## src/rtl/tdm_slot_sched_if.sv

```systemverilog
// Handshake bundle for tdm_slot_sched: N producer channels in, one registered word out.
// The design uses the slave modport; the producers/consumer side uses master.
interface tdm_slot_sched_if #(
    parameter int N = 4,
    parameter int W = 8
);
    localparam int CW = $clog2(N);

    logic [N-1:0]   in_valid;
    logic [N*W-1:0] in_data;
    logic [N-1:0]   in_ready;
    logic           out_valid;
    logic [W-1:0]   out_data;
    logic [CW-1:0]  out_ch;
    logic           out_ready;

    modport master (
        output in_valid, in_data, out_ready,
        input  in_ready, out_valid, out_data, out_ch
    );

    modport slave (
        input  in_valid, in_data, out_ready,
        output in_ready, out_valid, out_data, out_ch
    );
endinterface

```

## src/rtl/tdm_slot_sched.sv

```systemverilog
// Time-division slot scheduler: grants the channel selected by a one-hot ring phase into a
// single-entry output stage. Optional ring-order lock check via TDM_SLOT_SCHED_SEQ_CHK_EN.
module tdm_slot_sched #(
    parameter int N = 4,
    parameter int W = 8,
    localparam int CW = $clog2(N)
) (
    input  logic           clk,
    input  logic           rst,
    input  logic [N-1:0]   phase,
    tdm_slot_sched_if.slave bus,
    input  logic           err_clr,
    output logic           err_pulse,
    output logic           err_sticky,
    output logic [7:0]     err_cnt
);
    localparam int OW = $clog2(N + 1);

    typedef enum logic {EMPTY, FULL} out_state_t;

    out_state_t     out_state;
    logic [W-1:0]   data_q;
    logic [CW-1:0]  ch_q;
    logic [OW-1:0]  ones;
    logic [CW-1:0]  slot;
    logic           onehot;
    logic           seq_bad;
    logic           violation;
    logic           space;
    logic           accept;

    always_comb begin
        ones = '0;
        slot = '0;
        for (int i = 0; i < N; i++) begin
            if (phase[i]) begin
                ones = ones + OW'(1);
                slot = CW'(i);
            end
        end
    end

    assign onehot    = (ones == OW'(1));
    assign violation = !onehot || seq_bad;
    assign space     = (out_state == EMPTY) || bus.out_ready;
    assign accept    = !violation && space && bus.in_valid[slot];

    always_comb begin
        bus.in_ready = '0;
        if (!violation && space) begin
            bus.in_ready = phase;
        end
    end

`ifdef TDM_SLOT_SCHED_SEQ_CHK_EN
    typedef enum logic {UNLOCKED, LOCKED} lock_state_t;

    lock_state_t    lock_state;
    logic [N-1:0]   exp_phase;

    assign seq_bad = (lock_state == LOCKED) && (phase != exp_phase);

    // Any good phase (re)locks and predicts the next ring position; any bad one drops the lock.
    always_ff @(posedge clk) begin
        if (rst) begin
            lock_state <= UNLOCKED;
            exp_phase  <= '0;
        end else if (violation) begin
            lock_state <= UNLOCKED;
        end else begin
            lock_state <= LOCKED;
            exp_phase  <= {phase[0], phase[N-1:1]};
        end
    end
`else
    assign seq_bad = 1'b0;
`endif

    // Accept while FULL only happens when the consumer drains in the same cycle.
    always_ff @(posedge clk) begin
        if (rst) begin
            out_state <= EMPTY;
            data_q    <= '0;
            ch_q      <= '0;
        end else begin
            case (out_state)
                EMPTY: begin
                    if (accept) begin
                        out_state <= FULL;
                        data_q    <= bus.in_data[slot*W +: W];
                        ch_q      <= slot;
                    end
                end
                FULL: begin
                    if (accept) begin
                        data_q <= bus.in_data[slot*W +: W];
                        ch_q   <= slot;
                    end else if (bus.out_ready) begin
                        out_state <= EMPTY;
                    end
                end
                default: out_state <= EMPTY;
            endcase
        end
    end

    assign bus.out_valid = (out_state == FULL);
    assign bus.out_data  = data_q;
    assign bus.out_ch    = ch_q;

    // A violation in the same cycle as err_clr keeps the sticky flag set.
    always_ff @(posedge clk) begin
        if (rst) begin
            err_pulse  <= 1'b0;
            err_sticky <= 1'b0;
            err_cnt    <= '0;
        end else begin
            err_pulse <= violation;
            if (violation) begin
                err_sticky <= 1'b1;
            end else if (err_clr) begin
                err_sticky <= 1'b0;
            end
            if (violation && err_cnt != 8'hFF) begin
                err_cnt <= err_cnt + 8'd1;
            end
        end
    end
endmodule

```

## src/flat_wrapper.sv

```systemverilog
// flat-port wrapper written by rule: the top's interface ports become plain ports
module tdm_slot_sched_flat 
#(
    parameter int N = 4,
    parameter int W = 8,
    localparam int CW = $clog2(N)
)
  (clk, rst, phase, err_clr, err_pulse, err_sticky, err_cnt, bus_in_valid, bus_in_data, bus_out_ready, bus_in_ready, bus_out_valid, bus_out_data, bus_out_ch);
  tdm_slot_sched_if #(.N(N), .W(W)) bus_i ();
  input  logic clk;
  input  logic rst;
  input  logic [N-1:0] phase;
  input  logic err_clr;
  output logic err_pulse;
  output logic err_sticky;
  output logic [7:0] err_cnt;
  input wire logic [$bits(bus_i.in_valid)-1:0] bus_in_valid;
  input wire logic [$bits(bus_i.in_data)-1:0] bus_in_data;
  input wire logic [$bits(bus_i.out_ready)-1:0] bus_out_ready;
  output wire logic [$bits(bus_i.in_ready)-1:0] bus_in_ready;
  output wire logic [$bits(bus_i.out_valid)-1:0] bus_out_valid;
  output wire logic [$bits(bus_i.out_data)-1:0] bus_out_data;
  output wire logic [$bits(bus_i.out_ch)-1:0] bus_out_ch;
  assign bus_i.in_valid = bus_in_valid;
  assign bus_i.in_data = bus_in_data;
  assign bus_i.out_ready = bus_out_ready;
  assign bus_in_ready = bus_i.in_ready;
  assign bus_out_valid = bus_i.out_valid;
  assign bus_out_data = bus_i.out_data;
  assign bus_out_ch = bus_i.out_ch;
  tdm_slot_sched #(.N(N), .W(W)) u_core (.clk(clk), .rst(rst), .phase(phase), .bus(bus_i), .err_clr(err_clr), .err_pulse(err_pulse), .err_sticky(err_sticky), .err_cnt(err_cnt));
endmodule
```

## config.mk

```make
export PLATFORM = sky130hd
export DESIGN_NAME = tdm_slot_sched_flat
export DESIGN_NICKNAME = d
export VERILOG_FILES = /design/src/rtl/tdm_slot_sched_if.sv /design/src/rtl/tdm_slot_sched.sv /design/src/flat_wrapper.sv
export SDC_FILE = /design/constraint.sdc
export NUM_CORES = 1
export LEC_CHECK = 0
export BUFFER_PORTS_ARGS = -buffer_cell sky130_fd_sc_hd__buf_2
export CAP_MARGIN = 20
export CORE_MARGIN = 2
export CORE_UTILIZATION = 35
export CTS_CLUSTER_DIAMETER = 30
export CTS_CLUSTER_SIZE = 28
export DETAILED_ROUTE_END_ITERATION = 10
export GPL_ROUTABILITY_DRIVEN = 0
export GPL_TIMING_DRIVEN = 1
export SYNTH_ARGS = -nofsm -noshare
export SYNTH_HDL_FRONTEND = slang
export SYNTH_SLANG_ARGS = --single-unit
```

## constraint.sdc

```tcl
create_clock -name clk -period 8.2 [get_ports clk]
set_clock_uncertainty 0.15 [all_clocks]
set_input_delay 0.41 -clock clk [delete_from_list [all_inputs] [get_ports clk]]
set_output_delay 0.41 -clock clk [all_outputs]
set_load 0.02 [all_outputs]
```

==> results by group, run 1 <==
Pwr
  – Total Power: 269 µW
  – Leak: 0.000828 µW
  – VDD IR max: 0.104 mV
  – Power per cell area: 156 nW/µm²

Drt
  – Total wire length: 3.26 mm
  – Wire per inst: 12.4 µm
  – DRC: 0
  – Vias: 1292
  – Post-route ant nets: 0
  – Drt pass-1 iters: 4
  – DR iter-0 viols: 41
  – Vias/cell: 4.93

Logic synthesis
  – Sequential area share after synthesis: 31.5%
  – Post-Syn Nets: 199
  – Post-synthesis mux area share: 14.4%
  – Mapped Area: 1330 µm²
  – Synth Area in Simple Gates: 21.3%
  – Syn avg cell area: 8.83 µm²
  – Async SR Flop Fraction: 0%
  – Ys Warns: 0
  – Complex-gate fraction of the synthesized area: 19.7%
  – Main combinational cell family by area after synthesis: simple AND/OR/NAND/NOR gates
  – Post-Syn Instances: 151
  – Post-synthesis xor/xnor area fraction: 2.63%
  – Primary FF master, synth: dfxtp_1
  – Synthesized flop and latch total: 21
  – Library cells used by synthesis: 32
  – Post-synth EDFFs: 0
  – Post-Synth Adder-Cell Area: 3.75%

Clock tree
  – Clk slew on worst S/H paths: 70 ps
  – Clock latency on the worst-skew pair: 260 ps
  – Clk sinks: 21
  – CTS tree: done
  – Post-CTS resize count: 0
  – Clk root buf: clkbuf_8
  – Clk buf depth: 2
  – Post-CTS Setup Inserts: 0
  – Num CTS Buffers: 3
  – CTS Hold Buffers Added: 0
  – H-tree depth: 1

STA
  – RSZ-0062 raised after global routing: false
  – Final hold violation count: 0
  – Post-route setup slack: 4800 ps
  – Pins over their slew limit: 0
  – Tcrit/Tclk final: 41.4%
  – Max_slew headroom: 49.9%
  – Maximum clock rate: 294 MHz
  – Clock period minus worst slack: 3400 ps
  – Final setup fails: 0
  – Setup TNS: 0 ps
  – Slew at the pin closest to its max-slew limit: 749 ps

Worst hold path
  – Hold Crit Depth: 3
  – Hold worst-path end: u_core.err_sticky
  – Hold_sp: err_clr
  – Hold Path Class: in -> reg

Outcome
  – Status: complete, no violations

Worst setup path
  – Flop2flop setup slack: 6500 ps
  – Worst reg-to-reg path cell count: 5
  – CP Class: in -> out
  – Slowest-stage cell, CP: xor2_1
  – Worst path max stage delay: 630 ps
  – Critical R2R Capture: u_core.err_cnt[5]
  – Worst path top cell family by delay: XOR/XNOR gates
  – Reg2reg start: u_core.err_cnt[0]
  – Worst Setup End Kind: output pin
  – CP Data Required Time: 7640 ps
  – Crit-path max FO: 12
  – Data arrival time of the critical path: 2840 ps
  – Cells along the critical path: buf_2 -> inv_1 -> ha_1 -> xor2_1 -> ha_1 -> nand2_1 -> xor2_1 -> nor2_1 -> and3_1 -> buf_2
  – Worst path bufs/invs: 3
  – Startpoint types: input port

Global route
  – GRT Overall Usage: 14.4%
  – Vias in the first global route: 1111
  – First-pass GRT wire length: 4.89 mm
  – Antenna violations before repair: 0
  – Largest net degree at the start of global routing: 26
  – Gr ovfl total: 0

Floorplanning
  – Die area: 4320 µm²
  – Cell Rows: 22
  – Die height: 65.7 µm
  – CORE AREA: 3660 µm²
  – Ports: 69
  – Starting Density: 36.4%
  – Die width: 65.7 µm

Layout
  – NumNets Final: 263
  – Commonest non-fill, non-tap cell in the layout: buf_2
  – Most frequent cells in the layout: buf_2, dfxtp_1, nor2_1, mux2i_1
  – Proportion of layout cells with a drive suffix above 1: 39.3%
  – Area Overhead vs Synth: 29.2%
  – Final Util: 47.1%
  – Fill cell count: 381
  – N_diodes: 0

Placement
  – I/O Buffers: 68
  – Place WS: 4440 ps
  – HPWL after detailed placement: 2.42 mm

Job
  – Max cap viols: 0
==> worst max path at each step <==
stage | start | end | slack (ps) | cells after the start
6_report | phase[1] | bus_in_ready[3] | 4800 | 10
5_1_grt | phase[1] | bus_in_ready[3] | 4620 | 10
4_1_cts | phase[1] | u_core.bus.out_data[3] | 4710 | 10
3_5_place_dp | phase[1] | u_core.bus.out_data[4] | 4440 | 10
3_3_place_gp | phase[1] | u_core.bus.out_data[5] | 4530 | 10
2_1_floorplan | phase[1] | bus_in_ready[0] | 4780 | 9
==> state kept, by name, indices dropped and copies added (netlist names) <==
| name | cells |
|---|---|
| u_core.err_pulse | 1 |
| u_core.err_cnt | 8 |
| u_core.bus.out_data | 8 |
| u_core.err_sticky | 1 |
| u_core.bus.out_ch | 2 |
| u_core.bus.out_valid | 1 |
==> worst reg2reg max path, stage by stage (launching register included) <==
cell and delay (ps):
dfxtp_1 350, ha_1 260, nand4_1 160, o21ai_2 150
or4_1 450, a21oi_1 140
==> cell type report <==
class / instances / area [µm²] / share of cell area (%)
Clock buffer: 4 / 45.0 / 2.61
Sequential cell: 21 / 420 / 24.4
Multi-Input combinational cell: 114 / 823 / 47.8
Inverter: 6 / 22.5 / 1.31
Timing Repair Buffer: 69 / 352 / 20.4
Tap cell: 48 / 60.1 / 3.49
==> power by group <==
part,internal (µW),switching (µW)
clock network,34.5,32.9
logic,34.7,50.2
registers,111,5.84
==> routing by layer <==
| layer | track usage [%] | wire length [µm] | vias up |
|---|---|---|---|
| li1 | - | - | 669 |
| met1 | 17.4 | 1510 | 572 |
| met2 | 25.8 | 1450 | 49 |
| met3 | 2.91 | 284 | 2 |
| met4 | 3.91 | 14 | 0 |
| met5 | 0 | 0 | - |
==> cell usage after synthesis (2+ instances only) <==
cell	n	share of area, %
and3_1	2	0.94
clkbuf_1	6	1.7
nor4_1	3	1.4
dfxtp_1	21	32
a21oi_1	7	2.6
a211oi_2	9	8.4
buf_6	4	3.4
nor2b_1	3	1.4
nand2_1	11	3.1
xor2_1	4	2.6
o21ai_0	11	4.1
nand3_1	3	1.1
or3_1	2	0.94
ha_1	4	3.8
nor2_1	18	5.1
or4_1	2	1.1
mux2i_1	18	14
nand2b_1	4	1.9
inv_1	6	1.7
==> through the flow <==
stage,hold slack [ps],cells,cell area [µm²]
finish,269,262,1720
global route,270,262,1720
CTS,262,261,1710
detailed placement,322,257,1670
global placement,317,257,1670
floorplan,397,151,1330
==> cell families (layout without fill, tap and decap cells) <==
logic type                 after synthesis  count (layout)
adders and majority gates                4               4
muxes                                   19              19
DFF                                     21              21
AOI/OAI and AO/OA                       34              34
and+or+nand+nor                         53              53
xor gates and xnor gates                 4               4
buffers and inverters                   16              79
No activity file was read; power rests on OpenSTA's default activity.
==> inputs of run 2 (changes only) <==
--- a/config.mk
+++ b/config.mk
@@ -5,6 +5,7 @@
 export SDC_FILE = /design/constraint.sdc
 export NUM_CORES = 1
 export LEC_CHECK = 0
+export ABC_AREA = 1
 export BUFFER_PORTS_ARGS = -buffer_cell sky130_fd_sc_hd__buf_2
 export CAP_MARGIN = 20
 export CORE_MARGIN = 2
==> constraint.sdc (replaced) <==
create_clock -name clk -period 3.1 [get_ports clk]
set_clock_uncertainty 0.15 [all_clocks]
set_input_delay 0.155 -clock clk [delete_from_list [all_inputs] [get_ports clk]]
set_output_delay 0.155 -clock clk [all_outputs]
set_load 0.02 [all_outputs]
==> results by group, run 2 <==
STA
  – Final hold violation count: 0 (unchanged)
  – Post-route setup slack: 557 ps (was 4800 ps)
  – Clock period minus worst slack: 2540 ps
  – Minimum hold slack: 11.0 ps (was 269 ps)
  – Maximum clock rate: 393 MHz
  – Final setup fails: 0 (unchanged)
  – Setup TNS: 0 ps (unchanged)
  – RSZ-0062 raised after global routing: false (unchanged)
  – Slew at the pin closest to its max-slew limit: 459 ps (was 749 ps)
  – Max_slew headroom: 69.3% (was 49.9%)
  – Pins over their slew limit: 0 (unchanged)
  – Tcrit/Tclk final: 82.0%

Drt
  – Post-route ant nets: 0 (unchanged)
  – Vias: 1872 (was 1292)
  – Vias/cell: 4.49 (was 4.93)
  – Wire per inst: 9.79 µm (was 12.4 µm)
  – Drt pass-1 iters: 4 (unchanged)
  – Total wire length: 4.08 mm (was 3.26 mm)
  – DRC: 0 (unchanged)
  – DR iter-0 viols: 77 (was 41)

Global route
  – First-pass GRT wire length: 6.91 mm (was 4.89 mm)
  – GRT Overall Usage: 15.6% (was 14.4%)
  – Vias in the first global route: 1674 (was 1111)
  – Gr ovfl total: 0 (unchanged)
  – Largest net degree at the start of global routing: 24 (was 26)
  – Antenna violations before repair: 0 (unchanged)

Job
  – Max cap viols: 0 (unchanged)

Pwr
  – Clk pwr share: 23.3% (was 25.1%)
  – Pint: 481 µW (was 180 µW)
  – Total Power: 757 µW (was 269 µW)
  – Logic pwr share: 36.0% (was 31.6%)
  – Switching portion of total power: 36.4% (was 33.1%)
  – Leak: 0.00122 µW (was 0.000828 µW)
  – Power per cell area: 357 nW/µm² (was 156 nW/µm²)
  – Sw Pwr: 275 µW (was 88.9 µW)
  – Sequential share of power: 40.7% (was 43.4%)
  – VDD IR max: 0.258 mV (was 0.104 mV)

Logic synthesis
  – Sequential area share after synthesis: 24.5% (was 31.5%)
  – Yosys top cell by area: dfxtp_1 (unchanged)
  – Post-Syn Instances: 286 (was 151)
  – Count leader, synth: nand2_1 (was dfxtp_1)
  – Synth top area share: 24.5% (was 31.5%)
  – Mapped Area: 1720 µm² (was 1330 µm²)
  – Post-synth EDFFs: 0 (unchanged)
  – Post-Syn Nets: 334 (was 199)
  – Ys Warns: 0 (unchanged)
  – Commonest cells in the netlist: nand2_1, nor2_1, inv_1, dfxtp_1, nand3_1 (was dfxtp_1, mux2i_1, nor2_1, nand2_1, o21ai_0)
  – Synthesized flop and latch total: 21 (unchanged)
  – Largest cells by area after synthesis: dfxtp_1, nand2_1, nor2_1 (was dfxtp_1, mux2i_1, a211oi_2)
  – Async SR Flop Fraction: 0% (unchanged)
  – Primary FF master, synth: dfxtp_1 (unchanged)
  – Library cells used by synthesis: 30 (was 32)
  – Syn avg cell area: 6.01 µm² (was 8.83 µm²)

Clock tree
  – Clk slew on worst S/H paths: 80 ps (was 70 ps)
  – Clock latency on the worst-skew pair: 260 ps (about the same)
  – CTS tree: done (unchanged)
  – Clk sinks: 21 (unchanged)
  – Num CTS Buffers: 3 (unchanged)
  – Clk root buf: clkbuf_8 (unchanged)
  – Clk buf depth: 2 (unchanged)
  – H-tree depth: 1 (unchanged)

Layout
  – Most frequent cells in the layout: nand2_1, buf_2, nor2_1, inv_1, dfxtp_1 (was buf_2, dfxtp_1, nor2_1, mux2i_1)
  – Area Overhead vs Synth: 23.5% (was 29.2%)
  – Commonest non-fill, non-tap cell in the layout: nand2_1 (was buf_2)
  – Proportion of layout cells with a drive suffix above 1: 27.7% (was 39.3%)
  – NumNets Final: 399 (was 263)
  – Final Cell Area: 2120 µm² (was 1720 µm²)
  – N_diodes: 0 (unchanged)

Worst hold path
  – Hold Path Class: in -> reg (unchanged)

Floorplanning
  – Ports: 69 (unchanged)
  – Die area: 5480 µm² (was 4320 µm²)
  – Die height: 74.1 µm (was 65.7 µm)
  – Die width: 74.1 µm (was 65.7 µm)
  – CORE AREA: 4720 µm² (was 3660 µm²)
  – Cell Rows: 25 (was 22)
  – Starting Density: 36.4% (about the same)

Worst setup path
  – CP Class: in -> out (unchanged)
  – CP Data Required Time: 2790 ps (was 7640 ps)
  – Data arrival time of the critical path: 2240 ps (was 2840 ps)
  – Crit-path max FO: 12 (unchanged)
  – Cells along the critical path: buf_2 -> inv_1 -> ha_1 -> inv_2 -> nand2_1 -> nand2_1 -> ha_1 -> nor2_1 -> nand3_1 -> nand2_2 -> nand3_4 -> nor2_1 -> buf_2 (was buf_2 -> inv_1 -> ha_1 -> xor2_1 -> ha_1 -> nand2_1 -> xor2_1 -> nor2_1 -> and3_1 -> buf_2)
  – Startpoint types: input port (unchanged)
  – Worst path bufs/invs: 4 (was 3)
  – Worst path max stage delay: 380 ps (was 630 ps)
  – Worst Setup End Kind: output pin (unchanged)
  – Worst path top cell family by delay: simple AND/OR/NAND/NOR gates (was XOR/XNOR gates)
  – Slowest-stage cell, CP: ha_1 (was xor2_1)

Placement
  – I/O Buffers: 68 (unchanged)
  – HPWL after detailed placement: 3.27 mm (was 2.42 mm)
  – Place WS: 519 ps (was 4440 ps)
  – Placed Area: 2060 µm² (was 1670 µm²)

Outcome
  – Status: complete, no violations (unchanged)
-- run 2: routing by layer --
layer | up-vias | GRT usage [%] | routed length [µm]
met2 | 45 | 29.1 | 2090
li1 | 997 | - | -
met5 | - | 0 | 0
met3 | 2 | 3.52 | 211
met4 | 0 | 1.82 | 16
met1 | 828 | 18.7 | 1760
-- run 2: area by class of cell --
class,count,area (µm²)
fillers,526,2600
multi-input cells,207,1020
flip-flops and latches,21,420
repair buffers,70,358
inverters,48,188
well taps,67,83.8
clock buffers,3,41.3
clock inverters,1,5.00
-- run 2: kinds of logic after synthesis --
logic type                 count (synthesis)  share of synthesized area [%]
AOI/OAI and AO/OA                         11                           3.57
xor gates and xnor gates                   5                           2.99
adders and majority gates                  4                           2.91
buffers and inverters                     58                           15.9
DFF                                       21                           24.5
and+or+nand+nor                          187                           50.2
-- run 2: power groups by stage --
stage | sequential [µW] | combinational (µW) | clock [µW]
6_report | 308 | 273 | 176
5_1_grt | 312 | 309 | 195
4_1_cts | 309 | 276 | 186
3_5_place_dp | 315 | 274 | 0
3_3_place_gp | 315 | 270 | 0
2_1_floorplan | 342 | 171 | 0
-- run 2: timing repair --
item,4_1_cts,5_1_grt
resized for setup,0,0
endpoints found under the hold margin,1,0
hold buffers,1,0
setup buffers,0,0
-- run 2: path summary, 6_finish.rpt --
kind	startpoint	end	slack, ps	cells past startpoint
worst max register to register	u_core.err_cnt[0]	u_core.err_cnt[1]	1340	8
worst max-delay path	phase[1]	bus_in_ready[1]	560	13
worst min register to register	u_core.err_sticky	u_core.err_sticky	320	2
worst min-delay path	rst	u_core.err_cnt[6]	10	2
-- run 2: metrics by stage --
stage,instances,util (%)
after floorplan,286,-
after global placement,412,43.7
after detailed placement,412,43.7
after CTS,417,44.9
after global routing,417,44.9
final,417,44.9
